--- config.mk ---
export PLATFORM = sky130hd
export DESIGN_NAME = wasm_run_ctrl_flat
export DESIGN_NICKNAME = d
export VERILOG_FILES = /design/src/rtl/wasm_run_ctrl_pkg.sv /design/src/rtl/wasm_run_ctrl_if.sv /design/src/rtl/wasm_run_ctrl_imem_arb.sv /design/src/rtl/wasm_run_ctrl.sv /design/src/flat_wrapper.sv
export SDC_FILE = /design/constraint.sdc
export NUM_CORES = 1
export LEC_CHECK = 0
export ABC_AREA = 1
export CAP_MARGIN = 10
export CORE_ASPECT_RATIO = 0.75
export CORE_MARGIN = 3
export CORE_UTILIZATION = 40
export CTS_BUF_LIST = sky130_fd_sc_hd__clkbuf_8
export CTS_CLUSTER_DIAMETER = 100
export DETAILED_ROUTE_END_ITERATION = 10
export HOLD_SLACK_MARGIN = 0.06
export PLACE_DENSITY_LB_ADDON = 0.05
export RECOVER_POWER = 100
export SLEW_MARGIN = 20
export SYNTH_ARGS = -nofsm -noshare
export SYNTH_HDL_FRONTEND = slang
export SYNTH_SLANG_ARGS = --single-unit
--- constraint.sdc ---
create_clock -name clk -period 3.2 [get_ports clk]
set_input_delay 0.32 -clock clk [delete_from_list [all_inputs] [get_ports clk]]
set_output_delay 0.32 -clock clk [all_outputs]
set_load 0.01 [all_outputs]
--- src/rtl/wasm_run_ctrl_pkg.sv ---
// Shared types for the WASM run controller: FSM states, termination codes and core flag bundle.
package wasm_run_ctrl_pkg;

    localparam int unsigned ADDR_W_DEF = 10;
    localparam int unsigned DATA_W_DEF = 8;
    localparam int unsigned STATUS_W   = 3;
    localparam int unsigned CNT_W      = 32;

    typedef enum logic [1:0] {
        S_IDLE = 2'd0,
        S_RST  = 2'd1,
        S_RUN  = 2'd2,
        S_DONE = 2'd3
    } run_state_e;

    typedef enum logic [STATUS_W-1:0] {
        STAT_NONE         = 3'd0,
        STAT_OK           = 3'd1,
        STAT_INSTR_ERR    = 3'd2,
        STAT_STACK_EXCEED = 3'd3,
        STAT_EMPTY_POP    = 3'd4,
        STAT_TIMEOUT      = 3'd5,
        STAT_ABORT        = 3'd6
    } run_status_e;

    typedef struct packed {
        logic instr_error;
        logic stack_exceed;
        logic stack_empty_pop;
        logic finish;
    } core_flags_t;

    // Priority encoder for a RUN-cycle termination; STAT_NONE means keep running.
    function automatic run_status_e run_term_code(input logic abort, input core_flags_t f);
        run_status_e code;
        code = STAT_NONE;
        if (abort)                  code = STAT_ABORT;
        else if (f.instr_error)     code = STAT_INSTR_ERR;
        else if (f.stack_exceed)    code = STAT_STACK_EXCEED;
        else if (f.stack_empty_pop) code = STAT_EMPTY_POP;
        else if (f.finish)          code = STAT_OK;
        return code;
    endfunction

endpackage

--- src/rtl/wasm_run_ctrl_if.sv ---
// Host write port and instruction BRAM port of the run controller.
interface wasm_run_ctrl_if
    import wasm_run_ctrl_pkg::*;
#(
    parameter int unsigned ADDR_W = ADDR_W_DEF,
    parameter int unsigned DATA_W = DATA_W_DEF
) ();

    logic              host_wr_valid;
    logic              host_wr_ready;
    logic [ADDR_W-1:0] host_wr_addr;
    logic [DATA_W-1:0] host_wr_data;
    logic              mem_en;
    logic              mem_we;
    logic [ADDR_W-1:0] mem_addr;
    logic [DATA_W-1:0] mem_wdata;

    modport master (
        output host_wr_valid, host_wr_addr, host_wr_data,
        input  host_wr_ready, mem_en, mem_we, mem_addr, mem_wdata
    );

    modport slave (
        input  host_wr_valid, host_wr_addr, host_wr_data,
        output host_wr_ready, mem_en, mem_we, mem_addr, mem_wdata
    );

endinterface

--- src/rtl/wasm_run_ctrl_imem_arb.sv ---
// Instruction BRAM ownership mux: host writes while it owns the BRAM, core fetches otherwise.
module wasm_run_ctrl_imem_arb
    import wasm_run_ctrl_pkg::*;
#(
    parameter int unsigned ADDR_W = ADDR_W_DEF,
    parameter int unsigned DATA_W = DATA_W_DEF
) (
    input  logic              host_own,
    input  logic              host_wr_valid,
    input  logic [ADDR_W-1:0] host_wr_addr,
    input  logic [DATA_W-1:0] host_wr_data,
    input  logic              core_fetch_en,
    input  logic [ADDR_W-1:0] core_fetch_addr,
    output logic              mem_en_c,
    output logic              mem_we_c,
    output logic [ADDR_W-1:0] mem_addr_c,
    output logic [DATA_W-1:0] mem_wdata_c
);

    always_comb begin
        mem_en_c    = core_fetch_en;
        mem_we_c    = 1'b0;
        mem_addr_c  = core_fetch_addr;
        mem_wdata_c = '0;
        if (host_own) begin
            mem_en_c    = host_wr_valid;
            mem_we_c    = host_wr_valid;
            mem_addr_c  = host_wr_addr;
            mem_wdata_c = host_wr_data;
        end
    end

endmodule

--- src/rtl/wasm_run_ctrl.sv ---
// Run controller for the WASM core: loads BRAM from the host, sequences core reset/run,
// and reports a registered termination status and RUN-cycle count.
module wasm_run_ctrl
    import wasm_run_ctrl_pkg::*;
#(
    parameter int unsigned ADDR_W     = ADDR_W_DEF,
    parameter int unsigned DATA_W     = DATA_W_DEF,
    parameter int unsigned RST_CYCLES = 2,
    parameter int unsigned TIMEOUT    = 500
) (
    input  logic                clk,
    input  logic                rst_n,
    wasm_run_ctrl_if.slave      bus,
    input  logic                host_start,
    input  logic                host_abort,
    output logic                busy,
    output logic                done,
    output logic [STATUS_W-1:0] status,
    output logic [CNT_W-1:0]    cycle_count,
    output logic                core_rst_n,
    input  logic                core_fetch_en,
    input  logic [ADDR_W-1:0]   core_fetch_addr,
    input  logic                core_finish,
    input  logic                core_instr_error,
    input  logic                core_stack_exceed,
    input  logic                core_stack_empty_pop
);

    localparam int unsigned RST_CNT_W = (RST_CYCLES > 1) ? $clog2(RST_CYCLES) : 1;

    run_state_e           state_q, state_d;
    run_status_e          status_q, status_d;
    logic [CNT_W-1:0]     cycle_count_q, cycle_count_d;
    logic [RST_CNT_W-1:0] rst_cnt_q, rst_cnt_d;
    logic                 busy_q, busy_d;
    logic                 done_q, done_d;
    logic                 core_rst_n_q, core_rst_n_d;
    logic                 host_wr_ready_q, host_wr_ready_d;
    core_flags_t          flags;
    run_status_e          term;

    assign flags = '{instr_error:     core_instr_error,
                     stack_exceed:    core_stack_exceed,
                     stack_empty_pop: core_stack_empty_pop,
                     finish:          core_finish};
    assign term  = run_term_code(host_abort, flags);

    always_ff @(posedge clk or negedge rst_n) begin
        if (!rst_n) begin
            state_q         <= S_IDLE;
            status_q        <= STAT_NONE;
            cycle_count_q   <= '0;
            rst_cnt_q       <= '0;
            busy_q          <= 1'b0;
            done_q          <= 1'b0;
            core_rst_n_q    <= 1'b0;
            host_wr_ready_q <= 1'b1;
        end else begin
            state_q         <= state_d;
            status_q        <= status_d;
            cycle_count_q   <= cycle_count_d;
            rst_cnt_q       <= rst_cnt_d;
            busy_q          <= busy_d;
            done_q          <= done_d;
            core_rst_n_q    <= core_rst_n_d;
            host_wr_ready_q <= host_wr_ready_d;
        end
    end

    // Next state; outputs are decoded from state_d so they register with the state itself.
    always_comb begin
        state_d       = state_q;
        status_d      = status_q;
        cycle_count_d = cycle_count_q;
        rst_cnt_d     = rst_cnt_q;
        case (state_q)
            S_IDLE, S_DONE: begin
                if (host_start) begin
                    state_d       = S_RST;
                    status_d      = STAT_NONE;
                    cycle_count_d = '0;
                    rst_cnt_d     = '0;
                end
            end
            S_RST: begin
                if (host_abort) begin
                    state_d  = S_DONE;
                    status_d = STAT_ABORT;
                end else if (rst_cnt_q == RST_CNT_W'(RST_CYCLES - 1)) begin
                    state_d = S_RUN;
                end else begin
                    rst_cnt_d = rst_cnt_q + RST_CNT_W'(1);
                end
            end
            S_RUN: begin
                if (term != STAT_NONE) begin
                    state_d  = S_DONE;
                    status_d = term;
                end else if (cycle_count_q == CNT_W'(TIMEOUT - 1)) begin
                    state_d       = S_DONE;
                    status_d      = STAT_TIMEOUT;
                    cycle_count_d = CNT_W'(TIMEOUT);
                end else begin
                    cycle_count_d = cycle_count_q + CNT_W'(1);
                end
            end
            default: state_d = S_IDLE;
        endcase
        busy_d          = (state_d == S_RST) || (state_d == S_RUN);
        done_d          = (state_d == S_DONE);
        core_rst_n_d    = (state_d == S_RUN);
        host_wr_ready_d = (state_d == S_IDLE) || (state_d == S_DONE);
    end

    wasm_run_ctrl_imem_arb #(
        .ADDR_W (ADDR_W),
        .DATA_W (DATA_W)
    ) u_imem_arb (
        .host_own        (host_wr_ready_q),
        .host_wr_valid   (bus.host_wr_valid),
        .host_wr_addr    (bus.host_wr_addr),
        .host_wr_data    (bus.host_wr_data),
        .core_fetch_en   (core_fetch_en),
        .core_fetch_addr (core_fetch_addr),
        .mem_en_c        (bus.mem_en),
        .mem_we_c        (bus.mem_we),
        .mem_addr_c      (bus.mem_addr),
        .mem_wdata_c     (bus.mem_wdata)
    );

    assign bus.host_wr_ready = host_wr_ready_q;
    assign busy              = busy_q;
    assign done              = done_q;
    assign status            = status_q;
    assign cycle_count       = cycle_count_q;
    assign core_rst_n        = core_rst_n_q;

endmodule

--- src/flat_wrapper.sv ---
// flat-port wrapper written by rule: the top's interface ports become plain ports
module wasm_run_ctrl_flat import wasm_run_ctrl_pkg::*;
#(
    parameter int unsigned ADDR_W     = ADDR_W_DEF,
    parameter int unsigned DATA_W     = DATA_W_DEF,
    parameter int unsigned RST_CYCLES = 2,
    parameter int unsigned TIMEOUT    = 500
)
  (clk, rst_n, host_start, host_abort, busy, done, status, cycle_count, core_rst_n, core_fetch_en, core_fetch_addr, core_finish, core_instr_error, core_stack_exceed, core_stack_empty_pop, bus_host_wr_valid, bus_host_wr_addr, bus_host_wr_data, bus_host_wr_ready, bus_mem_en, bus_mem_we, bus_mem_addr, bus_mem_wdata);
  wasm_run_ctrl_if #(.ADDR_W(ADDR_W), .DATA_W(DATA_W)) bus_i ();
  input  logic clk;
  input  logic rst_n;
  input  logic host_start;
  input  logic host_abort;
  output logic busy;
  output logic done;
  output logic [STATUS_W-1:0] status;
  output logic [CNT_W-1:0] cycle_count;
  output logic core_rst_n;
  input  logic core_fetch_en;
  input  logic [ADDR_W-1:0] core_fetch_addr;
  input  logic core_finish;
  input  logic core_instr_error;
  input  logic core_stack_exceed;
  input  logic core_stack_empty_pop;
  input wire logic [$bits(bus_i.host_wr_valid)-1:0] bus_host_wr_valid;
  input wire logic [$bits(bus_i.host_wr_addr)-1:0] bus_host_wr_addr;
  input wire logic [$bits(bus_i.host_wr_data)-1:0] bus_host_wr_data;
  output wire logic [$bits(bus_i.host_wr_ready)-1:0] bus_host_wr_ready;
  output wire logic [$bits(bus_i.mem_en)-1:0] bus_mem_en;
  output wire logic [$bits(bus_i.mem_we)-1:0] bus_mem_we;
  output wire logic [$bits(bus_i.mem_addr)-1:0] bus_mem_addr;
  output wire logic [$bits(bus_i.mem_wdata)-1:0] bus_mem_wdata;
  assign bus_i.host_wr_valid = bus_host_wr_valid;
  assign bus_i.host_wr_addr = bus_host_wr_addr;
  assign bus_i.host_wr_data = bus_host_wr_data;
  assign bus_host_wr_ready = bus_i.host_wr_ready;
  assign bus_mem_en = bus_i.mem_en;
  assign bus_mem_we = bus_i.mem_we;
  assign bus_mem_addr = bus_i.mem_addr;
  assign bus_mem_wdata = bus_i.mem_wdata;
  wasm_run_ctrl #(.ADDR_W(ADDR_W), .DATA_W(DATA_W), .RST_CYCLES(RST_CYCLES), .TIMEOUT(TIMEOUT)) u_core (.clk(clk), .rst_n(rst_n), .bus(bus_i), .host_start(host_start), .host_abort(host_abort), .busy(busy), .done(done), .status(status), .cycle_count(cycle_count), .core_rst_n(core_rst_n), .core_fetch_en(core_fetch_en), .core_fetch_addr(core_fetch_addr), .core_finish(core_finish), .core_instr_error(core_instr_error), .core_stack_exceed(core_stack_exceed), .core_stack_empty_pop(core_stack_empty_pop));
endmodule
Word-level counts from Yosys, hierarchy flattened
Index checks and enable logic that the tools add are counted.
Word-level totals
  register bits after elaboration: 42
  output and inout port bits: 59
  input port bits: 38
  word-level logic and storage cells: 61
Operators by class
  reduce and logical (&&, ||, !) cells: 11
  add/sub/neg operators: 2
  eq/ne operators: 12
  multiplexer cells: 28
Operators with widths (count)
  2-to-1 mux 32 bit: 3
  case mux 32 bit (2 select lines): 1
  adder 32 x 1 -> 32 bit (second input constant): 1
  equality test 32 x 9 -> 1 bit (second input constant): 1
  2-to-1 mux 3 bit: 8
  2-to-1 mux 10 bit: 1
  2-to-1 mux 2 bit: 5
  case mux 3 bit (3 select lines): 1
  AND reduction 3 bit: 3
  equality test 2 bit (second input constant): 4
  2-to-1 mux 8 bit: 1
  != test 2 bit (second input constant): 4
  2-to-1 mux 1 bit: 6
  case mux 2 bit (3 select lines): 1
  equality test 2 x 1 -> 1 bit (second input constant): 2
  logical NOT 2 bit: 2
  nonzero test 2 bit: 2
  != test 3 x 1 -> 1 bit (second input constant): 1
  nonzero test 3 bit: 1
  logical OR 1 bit: 2
  case mux 1 bit (2 select lines): 1
  OR reduction 2 bit: 1
  adder 1 bit (second input constant): 1

Depth between registers and ports, before layout
Gate-level depths: netlist (run 1).
  word-level depth: 10
  gate-level depth with buffers: 14
  mapped depth without buffers: 12

Modules after synthesis
From an unflattened synthesis (run 1), not the netlist that was laid out.
Unflattened totals
  cell total of the unflattened synthesis: 501
  area total of the unflattened synthesis: 3121.7 µm²
By module, submodules not included
  wasm_run_ctrl: cells an instance 447, seq. area each 1052.3 µm², times used 1, area each 2886.5 µm²
  wasm_run_ctrl_imem_arb: cells an instance 54, seq. area each 0.0 µm², times used 1, area each 235.2 µm²

Worst setup path before layout (run 1)
OpenSTA, ideal clock, no wires.
  path kind: register to register
  start: reg u_core.cycle_count_q[0], in the netlist u_core.cycle_count[0]
  end: reg u_core.busy_q, in the netlist u_core.busy
  arrival: 1.544 ns
  clock period less this slack: 1.658 ns
  setup time: 0.114 ns
  slack: 1.542 ns
  data required time: 3.086 ns
  stages on the path, launching flop included: 11
  path buffers: 0
  cells stage by stage: dfrtp_1 > ha_1 > nand2_1 > nor2_1 > nand2_1 > nor2_1 > nand3_1 > nand3_1 > nand2_1 > ha_1 > inv_1
Between the ends
  word-level cells in the longest chain between the ends: 6
  elaborated cells between the ends (all ways): 7
  classes of those cells: 3 x eq/ne; 3 x mux; 1 x reduce/logical
RTL lines
  start, declared: line wasm_run_ctrl.sv:33  | logic [CNT_W-1:0] cycle_count_q, cycle_count_d;
  start signal, assigned: line wasm_run_ctrl.sv:61  | cycle_count_q <= cycle_count_d;
  equality test 32 x 9 -> 1 bit (*): line wasm_run_ctrl.sv:99  | end else if (cycle_count_q == CNT_W'(TIMEOUT - 1)) begin
  2-to-1 mux 2 bit (*): line wasm_run_ctrl.sv:99
  2-to-1 mux 2 bit (*): line wasm_run_ctrl.sv:96  | if (term != STAT_NONE) begin
  case mux 2 bit (3 select lines) (*): line wasm_run_ctrl.sv:76  | case (state_q)
  equality test 2 x 1 -> 1 bit / equality test 2 bit (equally long branches): line wasm_run_ctrl.sv:109  | busy_d = (state_d == S_RST) || (state_d == S_RUN);
  logical OR 1 bit (*): line wasm_run_ctrl.sv:109
  via u_core.busy_d: line wasm_run_ctrl.sv:35  | logic busy_q, busy_d;
  end signal, assigned: line wasm_run_ctrl.sv:63  | busy_q <= busy_d;
  end, declared: line wasm_run_ctrl.sv:35
The timed path passes the listed nets; every way through them passes the cells marked *.
A chain may end at the register's enable or synchronous reset.

Worst setup path in the final report (run 1)
  start: reg u_core.host_wr_ready_q, in the netlist u_core.bus.host_wr_ready
  end: out bus_mem_addr[8]
Between the ends
  word-level cells in the longest chain between the ends: 1
RTL lines
  start, declared: line wasm_run_ctrl.sv:38  | logic host_wr_ready_q, host_wr_ready_d;
  start signal, assigned: line wasm_run_ctrl.sv:66  | host_wr_ready_q <= host_wr_ready_d;
  2-to-1 mux 10 bit: line wasm_run_ctrl_imem_arb.sv:25  | if (host_own) begin
  end, declared: line flat_wrapper.sv:32  | output wire logic [$bits(bus_i.mem_addr)-1:0] bus_mem_addr;
Every way passes these cells.

==> flow_summary.ini, run 1 <==
[clock_network]
clk_path_buf_depth = 2
cts_buffers = 5
clkSlewWorstSetupHoldPaths_ns = 0.08
ctsResizeCount = 0
clock_sinks = 42
ctsHoldBuffers = 0
cts_root_buffer = clkbuf_8
cts_max_level = 2
postCtsSetupRepairBufs = 0
clk_latency_ns = 0.30
cts_tree = built

[yosys]
yosys_warnings = 0
syn_inst = 470
ys_types = 33
synth-seq-cells = 42
ys_seq_area_share_pct = 33.94
avgSynthCellArea_um2 = 6.597
yosys.area.top_type = dfrtp_1
synth.area.top_cells = dfrtp_1, nand2_1, inv_1
synth_top_area_share_pct = 33.09
synth_fp_nets = 513
netlist_area_um2 = 3100

[finish]
seqCellArea_um2 = 1052
syn2layout_area_growth_pct = 34.95
drive_gt1_share_pct = 7.624
fill_cells = 724
num_antenna_cells = 0
multi_input_area_um2 = 1718
finalNetCount = 606

[job]
maxCapViolCount = 1

[hold_path]
min_path_type = flop to flop

[timing]
finalCriticalPeriod_ns = 2.656
rsz0062_at_grt = no
worstMarginPinSlew_ns = 2.278
skew_ns = 0.007093
setup_viol = 0
setup_tns_ns = 0
worst_slack_ns = 0.5442
maxSlewViolCount = 43
finalHoldViolCount = 0
period_share_pct = 82.99
fmax_mhz = 376.5
hold_ws_ns = 0.4703
max-slew-margin-rel_pct = -51.89

[setup_path]
crit_type = flop to output port
worstPathRequired_ns = 2.88
cp_max_fo = 21
critPathTopFamily = flip-flops
end_kind = output port
critPathLaunchType = flop
crit_path_max_incr_delay_ns = 1.01
critical_path_arrival_ns = 2.34
critPathSlowestCell = dfstp_1
crit_chain = mux2_2 -> dlygate4sd3_1
cp_num_buf_inv = 1

[placed_design]
dp_hpwl_mm = 7.111
place_congestion = 0.9496
pre_cts_slack_ns = 0.8204
port_buffers = 96

[floorplan]
row_count = 27
die_area_um2 = 8855
core_um2 = 7432
start_util_pct = 41.72
die_h_um = 82.25
io_pins = 97
die_x_um = 107.7

[global_routing]
grt.total_usage_pct = 20.90
antenna_found_initial = 0
grt_pass1_vias = 2910
grt_pass1_wl_mm = 14.50
grt_max_degree = 43
overflow = 0

[route]
wl_mm = 9.082
firstDrtPassIters = 6
vias_per_cell = 5.000
drtIter0Drc = 250
wl_per_cell_um = 13.66
vias = 3325
drc = 0
final_antenna_net_count = 0

[power_and_ir_drop]
p_per_area_nw_per_um2 = 472.9
ir_worst_vdd_mv = 0.2416
finalPower_mw = 1.979
p_leak_nw = 1.976

[outcome]
outcome = finished, violations left
violations = capacitance limit, slew limit
per-layer routing:
layer | GRT usage, % | part of all wire, %
met1 | 32.26 | 49
met4 | 3.405 | 0.53
met3 | 5.439 | 9.7
met2 | 29.40 | 40
met5 | 0 | 0
state kept, by name, summed over array words and instances (netlist names):
signal                    cells
u_core.cycle_count           32
u_core.status                 3
u_core.state_q                2
u_core.bus.host_wr_ready      1
u_core.busy                   1
u_core.core_rst_n             1
u_core.done                   1
u_core.rst_cnt_q              1
area by class of cell:
class | instances | area share, %
clock buffer | 6 | 1.974
clock inverter | 2 | 0.2093
inverter | 62 | 5.592
multi-input combinational | 355 | 41.06
sequential | 42 | 25.15
tap | 101 | 3.020
timing repair buffer | 97 | 23.00
Yosys cell counts:
| library cell | instances |
|---|---|
| nand4_1 | 13 |
| o21ai_2 | 1 |
| o221ai_1 | 1 |
| o31ai_1 | 3 |
| buf_4 | 1 |
| nor2_2 | 11 |
| buf_2 | 3 |
| nand2_4 | 2 |
| inv_2 | 3 |
| xor2_1 | 6 |
| nand3_1 | 31 |
| clkbuf_1 | 3 |
| nand2_1 | 159 |
| o22ai_1 | 2 |
| a21boi_0 | 1 |
| dfrtp_1 | 41 |
| o21ai_1 | 10 |
| buf_1 | 1 |
| a21oi_4 | 1 |
| nand3_2 | 1 |
| ha_1 | 5 |
| dfstp_2 | 1 |
| clkinv_2 | 1 |
| buf_6 | 3 |
| nor2_4 | 3 |
| o21ai_0 | 21 |
| nor3_1 | 1 |
| inv_1 | 58 |
| nor2_1 | 58 |
| nor3_2 | 1 |
| a21oi_1 | 4 |
| nand2_2 | 10 |
| mux2_2 | 10 |
report_power, final:
part	switching [mW]	total (mW)	internal (mW)	leakage, nW
sequential	0.0723	0.672	0.600	0.570
combinational	0.555	0.937	0.382	1.35
clock	0.198	0.370	0.171	0.0524
kinds of logic after synthesis:
logic type	Yosys count	share of synthesized area (%)
and+or+nand+nor	290	40.76
muxes	10	3.632
xor gates and xnor gates	6	1.695
adders and majority gates	5	2.018
DFF	42	33.94
buffers and inverters	73	9.846
AOI/OAI and AO/OA	44	8.112
final timing paths:
| check | startpoint | to | slack (ns) | cells after the start |
|---|---|---|---|---|
| worst max-delay path | u_core.bus.host_wr_ready | bus_mem_addr[8] | 0.54 | 2 |
| worst min-delay path | u_core.status[0] | u_core.status[0] | 0.47 | 2 |
| worst max register to register | u_core.state_q[0] | u_core.cycle_count[2] | 0.84 | 10 |
| worst min register to register | u_core.status[0] | u_core.status[0] | 0.47 | 2 |
| max in group asynchronous | rst_n | u_core.cycle_count[5] | 1.22 | 1 |
| min in group asynchronous | rst_n | u_core.cycle_count[29] | 0.69 | 1 |
placed cells by master, fill, tap and decap left out, types with 11 or more instances in the layout:
cell / synthesis / final
nand2_1: 159 / 164
inv_1: 58 / 60
nor2_1: 58 / 59
dlygate4sd3_1: 0 / 58
dfrtp_1: 41 / 41
clkdlybuf4s50_1: 0 / 37
nand3_1: 31 / 32
o21ai_0: 21 / 22
nand4_1: 13 / 13
nor2_2: 11 / 11
worst reg2reg max path: stages, from the launching register on:
cell      delay (ns)
dfrtp_1         0.41
inv_1           0.08
ha_1            0.22
inv_1           0.13
nor2_1          0.22
clkinv_1        0.16
nand2_1         0.13
nand2_4         0.22
clkinv_2        0.38
nand2_1         0.17
o22ai_1         0.18
stage by stage:
step | cells | cell area [um2] | utilization, %
global placement | 657 | 4119 | 55.42
global route | 665 | 4184 | 56.30
finish | 665 | 4184 | 56.30
CTS | 665 | 4210 | 56.65
detailed placement | 657 | 4119 | 55.42
floorplan | 470 | 3100 | -
Note: power is estimated with default switching activity, not from simulation.
==> run 2, diff against run 1 <==
==> constraint.sdc (replaced) <==
create_clock -name clk -period 2.4 [get_ports clk]
set_input_delay 0.24 -clock clk [delete_from_list [all_inputs] [get_ports clk]]
set_output_delay 0.24 -clock clk [all_outputs]
set_load 0.01 [all_outputs]
==> flow_summary.ini, run 2 (synthesis results as in run 1) <==
[route]
vias_per_cell = 4.961
drc = 0
vias = 3304
final_antenna_net_count = 0
wl_mm = 9.140
wl_per_cell_um = 13.72
drtIter0Drc = 163
firstDrtPassIters = 5

[floorplan]
die_x_um = 107.7
row_count = 27
die_h_um = 82.25
start_util_pct = 41.72
io_pins = 97
die_area_um2 = 8855
core_um2 = 7432

[setup_path]
end_kind = output port
worstPathRequired_ns = 2.16
critPathLaunchType = flop
critical_path_arrival_ns = 1.97
crit_type = flop to output port
cp_max_fo = 21

[clock_network]
ctsResizeCount = 0
clock_sinks = 42
cts_max_level = 2
cts_tree = built
ctsHoldBuffers = 0
postCtsSetupRepairBufs = 0
clkSlewWorstSetupHoldPaths_ns = 0.09
clk_latency_ns = 0.30
cts_buffers = 5
clk_path_buf_depth = 2
cts_root_buffer = clkbuf_8

[timing]
maxSlewViolCount = 0
max-slew-margin-rel_pct = 35.40
fmax_mhz = 452.2
period_share_pct = 92.14
setup_viol = 0
skew_ns = 0.008704
worstMarginPinSlew_ns = 0.9691
setup_tns_ns = 0
rsz0062_at_grt = no
finalCriticalPeriod_ns = 2.211
finalHoldViolCount = 0

[global_routing]
antenna_found_initial = 0
overflow = 0
grt.total_usage_pct = 21.29
grt_max_degree = 43
grt_pass1_vias = 3031
grt_pass1_wl_mm = 14.84

[placed_design]
dp_hpwl_mm = 7.161
port_buffers = 96
place_congestion = 0.9239

[hold_path]
min_path_type = input port to asynchronous set/reset pin

[power_and_ir_drop]
finalPower_mw = 2.679
p_per_area_nw_per_um2 = 637.2
ir_worst_vdd_mv = 0.4487
p_leak_nw = 1.985

[finish]
syn2layout_area_growth_pct = 35.59
mostFrequentLayoutCells = nand2_1, inv_1, nor2_1
largest_reg_flops = 32
num_antenna_cells = 0
drive_gt1_share_pct = 9.027
finalNetCount = 607
final_common_cell = nand2_1

[outcome]
outcome = complete, no violations

[job]
maxCapViolCount = 0
[run 2: where the power goes]
part / switching, mW / internal [mW] / total (mW)
Clock: 0.263 / 0.229 / 0.491
Combinational: 0.751 / 0.537 / 1.29
Sequential: 0.0964 / 0.803 / 0.899
[run 2: final timing paths]
path	from	slack, ns	end	depth (start not counted)
setup / recovery	u_core.bus.host_wr_ready	0.19	bus_mem_addr[2]	2
hold / removal	rst_n	0.08	u_core.cycle_count[29]	1
setup reg to reg	u_core.state_q[0]	0.33	u_core.cycle_count[3]	9
hold reg to reg	u_core.status[0]	0.47	u_core.status[0]	2
max in group asynchronous	rst_n	1.70	u_core.cycle_count[2]	1
min in group clk	u_core.status[0]	0.47	u_core.status[0]	2
[run 2: area by class of cell]
cell class / instances / area [um2]
Multi-Input combinational cell: 355 / 1733
Inverter: 62 / 232.7
Sequential cell: 42 / 1052
Timing Repair Buffer: 98 / 968.4
Tap cell: 101 / 126.4
Fill cell: 722 / 3228
Clock buffer: 6 / 82.58
Clock inverter: 2 / 8.758
[run 2: layer usage]
metal	up-vias	global-route usage (%)	part of all wire [%]
li1	1667	-	-
met1	1501	32.32	51
met2	127	30.33	40
met3	9	4.895	8.6
met4	0	5.170	1.0
met5	-	0	0
[run 2: critical path: stages, from the launching register on]
cell and delay (ns):
dfstp_2 0.80, mux2_2 0.38, clkdlybuf4s50_1 0.50
[run 2: metrics by stage]
stage,std cells,instance area [um2],setup slack (ns),hold WS (ns),util (%)
2_1_floorplan,470,3100,0.7415,-0.05559,-
3_3_place_gp,658,4126,0.4839,0.4494,55.52
3_5_place_dp,658,4126,0.4388,0.4562,55.52
4_1_cts,666,4218,0.1486,0.1211,56.75
5_1_grt,666,4204,0.08956,0.1619,56.57
6_report,666,4204,0.1887,0.08191,56.57
==> RTL change, RTL diff (settings of run 1) <==
Re-encode `run_state_e` (4 states) as one-hot, 4 bits wide.
--- a/src/rtl/wasm_run_ctrl_pkg.sv
+++ b/src/rtl/wasm_run_ctrl_pkg.sv
@@ -8,7 +8,7 @@
 
-    typedef enum logic [1:0] {
-        S_IDLE = 2'd0,
-        S_RST  = 2'd1,
-        S_RUN  = 2'd2,
-        S_DONE = 2'd3
+    typedef enum logic [3:0] {
+        S_IDLE = 4'b0001,
+        S_RST  = 4'b0010,
+        S_RUN  = 4'b0100,
+        S_DONE = 4'b1000
     } run_state_e;
Behaviour: same outputs for any inputs over 10 cycles, from zero or initial values and one cycle with rst_n low; not proved beyond that.
==> RTL change against run 1 <==
- design area fell by 0.48%
- sequential cell count rose by 2
- worst setup slack got worse by 13 ps
- via count increased by 1.3%
- wire length grew 5.7%
- synthesized area decreased by 0.56%
- total power shrank 14%
==> RTL change: results (changes against run 1) <==
[placed_design]
dp_cells = 661  ; +0.61%
place_hpwl_um = 7400  ; +4.1%
place_worst_setup_slack_ps = 1020  ; +203 ps
gp_congestion = 0.901  ; -5.1%

[cells_and_area]
drive_gt1_share_pct = 5.45  ; -2.2 points
instances_no_fill = 670  ; +0.75%
nFillCells = 730  ; +0.83%

[detailed_routing]
dr_wl_met3_um = 839  ; -5.0%
initialDrtViolationCount = 244  ; -2.4%
wl_met1_um = 4770  ; +6.6%
vias = 3368  ; +1.3%
wl_per_cell_um = 14.3  ; +4.9%
first_pass_iters = 5  ; -1

[pwr]
p_leak_nw = 2.01  ; +1.7%
ir_drop_uv = 257  ; +6.5%
p_seq_share_pct = 39.1  ; +5.1 points
p_total_mw = 1.69  ; -14%

[sta]
fmax_mhz = 375  ; -0.48%
finClkSkew_ps = 8.50  ; +1.41 ps

[global_route]
use_met1_pct = 33.8  ; +1.5 points
grt_use_met2_pct = 32.8  ; +3.4 points
grt_pass1_vias = 3047  ; +4.7%
grt_max_degree = 45  ; +4.7%
met3_usage_pct = 4.87  ; -0.57 points

[synth]
synth_seq_area_share_pct = 35.8  ; +1.9 points
syn_area_per_cell_um2 = 6.52  ; -1.2%
synth_adder_area_share_pct = 0.406  ; -1.6 points
syn_nets = 512  ; -0.19%
synth_compound_area_share_pct = 7.63  ; -0.48 points
synth.distinct_cells = 28  ; -15%
synth-xor-area-share_pct = 0.852  ; -0.84 points

[status]
status = complete, no violations

[run]
cap_viol_max_count = 0  ; -1

[setup_path]
reg2reg_slack_ps = 770  ; -70 ps

## RTL change: changes by cell type in the layout (fill, tap and decap cells not counted), sizes merged, moves of 2 or more
cell / before / now
nand3: 32 / 40
nor2: 72 / 80
o21ai: 32 / 39
nand2: 171 / 166
ha: 5 / 1
xor2: 6 / 3
clkinv: 3 / 1
o22ai: 2 / 0
o31ai: 3 / 1
## RTL change: timing repair
action / CTS / global route
buffers inserted: 0 / 0
hold buffers: 0 / 1
hold endpoints to repair: 0 / 42
## RTL change: area by class of cell
type | instances | area, um2 | share of cell area, %
tap | 101 | 126 | 3.03
timing repair buffer | 97 | 966 | 23.2
sequential | 44 | 1100 | 26.5
clock buffer | 5 | 68.8 | 1.65
multi-input combinational | 360 | 1640 | 39.3
inverter | 60 | 225 | 5.41
clock inverter | 3 | 38.8 | 0.931
## RTL change: through the flow
| stage | utilization, % | hold WS, ps |
|---|---|---|
| floorplan | - | 24.4 |
| global placement | 55.3 | 454 |
| detailed placement | 55.3 | 460 |
| CTS | 56.7 | 218 |
| global route | 56.3 | 523 |
| finish | 56.3 | 470 |
## RTL change: worst max-delay path: stages (launching register included)
cell and delay (ps):
dfstp_1 1010, mux2_2 430, dlygate4sd3_1 600
## RTL change: final timing paths
| path | start | end | cells after the start |
|---|---|---|---|
| worst max-delay path | u_core.bus.host_wr_ready | bus_mem_addr[0] | 2 |
| worst min-delay path | u_core.status[1] | u_core.status[1] | 2 |
| worst max register to register | u_core.state_q[3] | u_core.cycle_count[19] | 8 |
| worst min register to register | u_core.status[1] | u_core.status[1] | 2 |
| max in group asynchronous | rst_n | u_core.cycle_count[1] | 2 |
| min in group asynchronous | rst_n | u_core.cycle_count[27] | 2 |
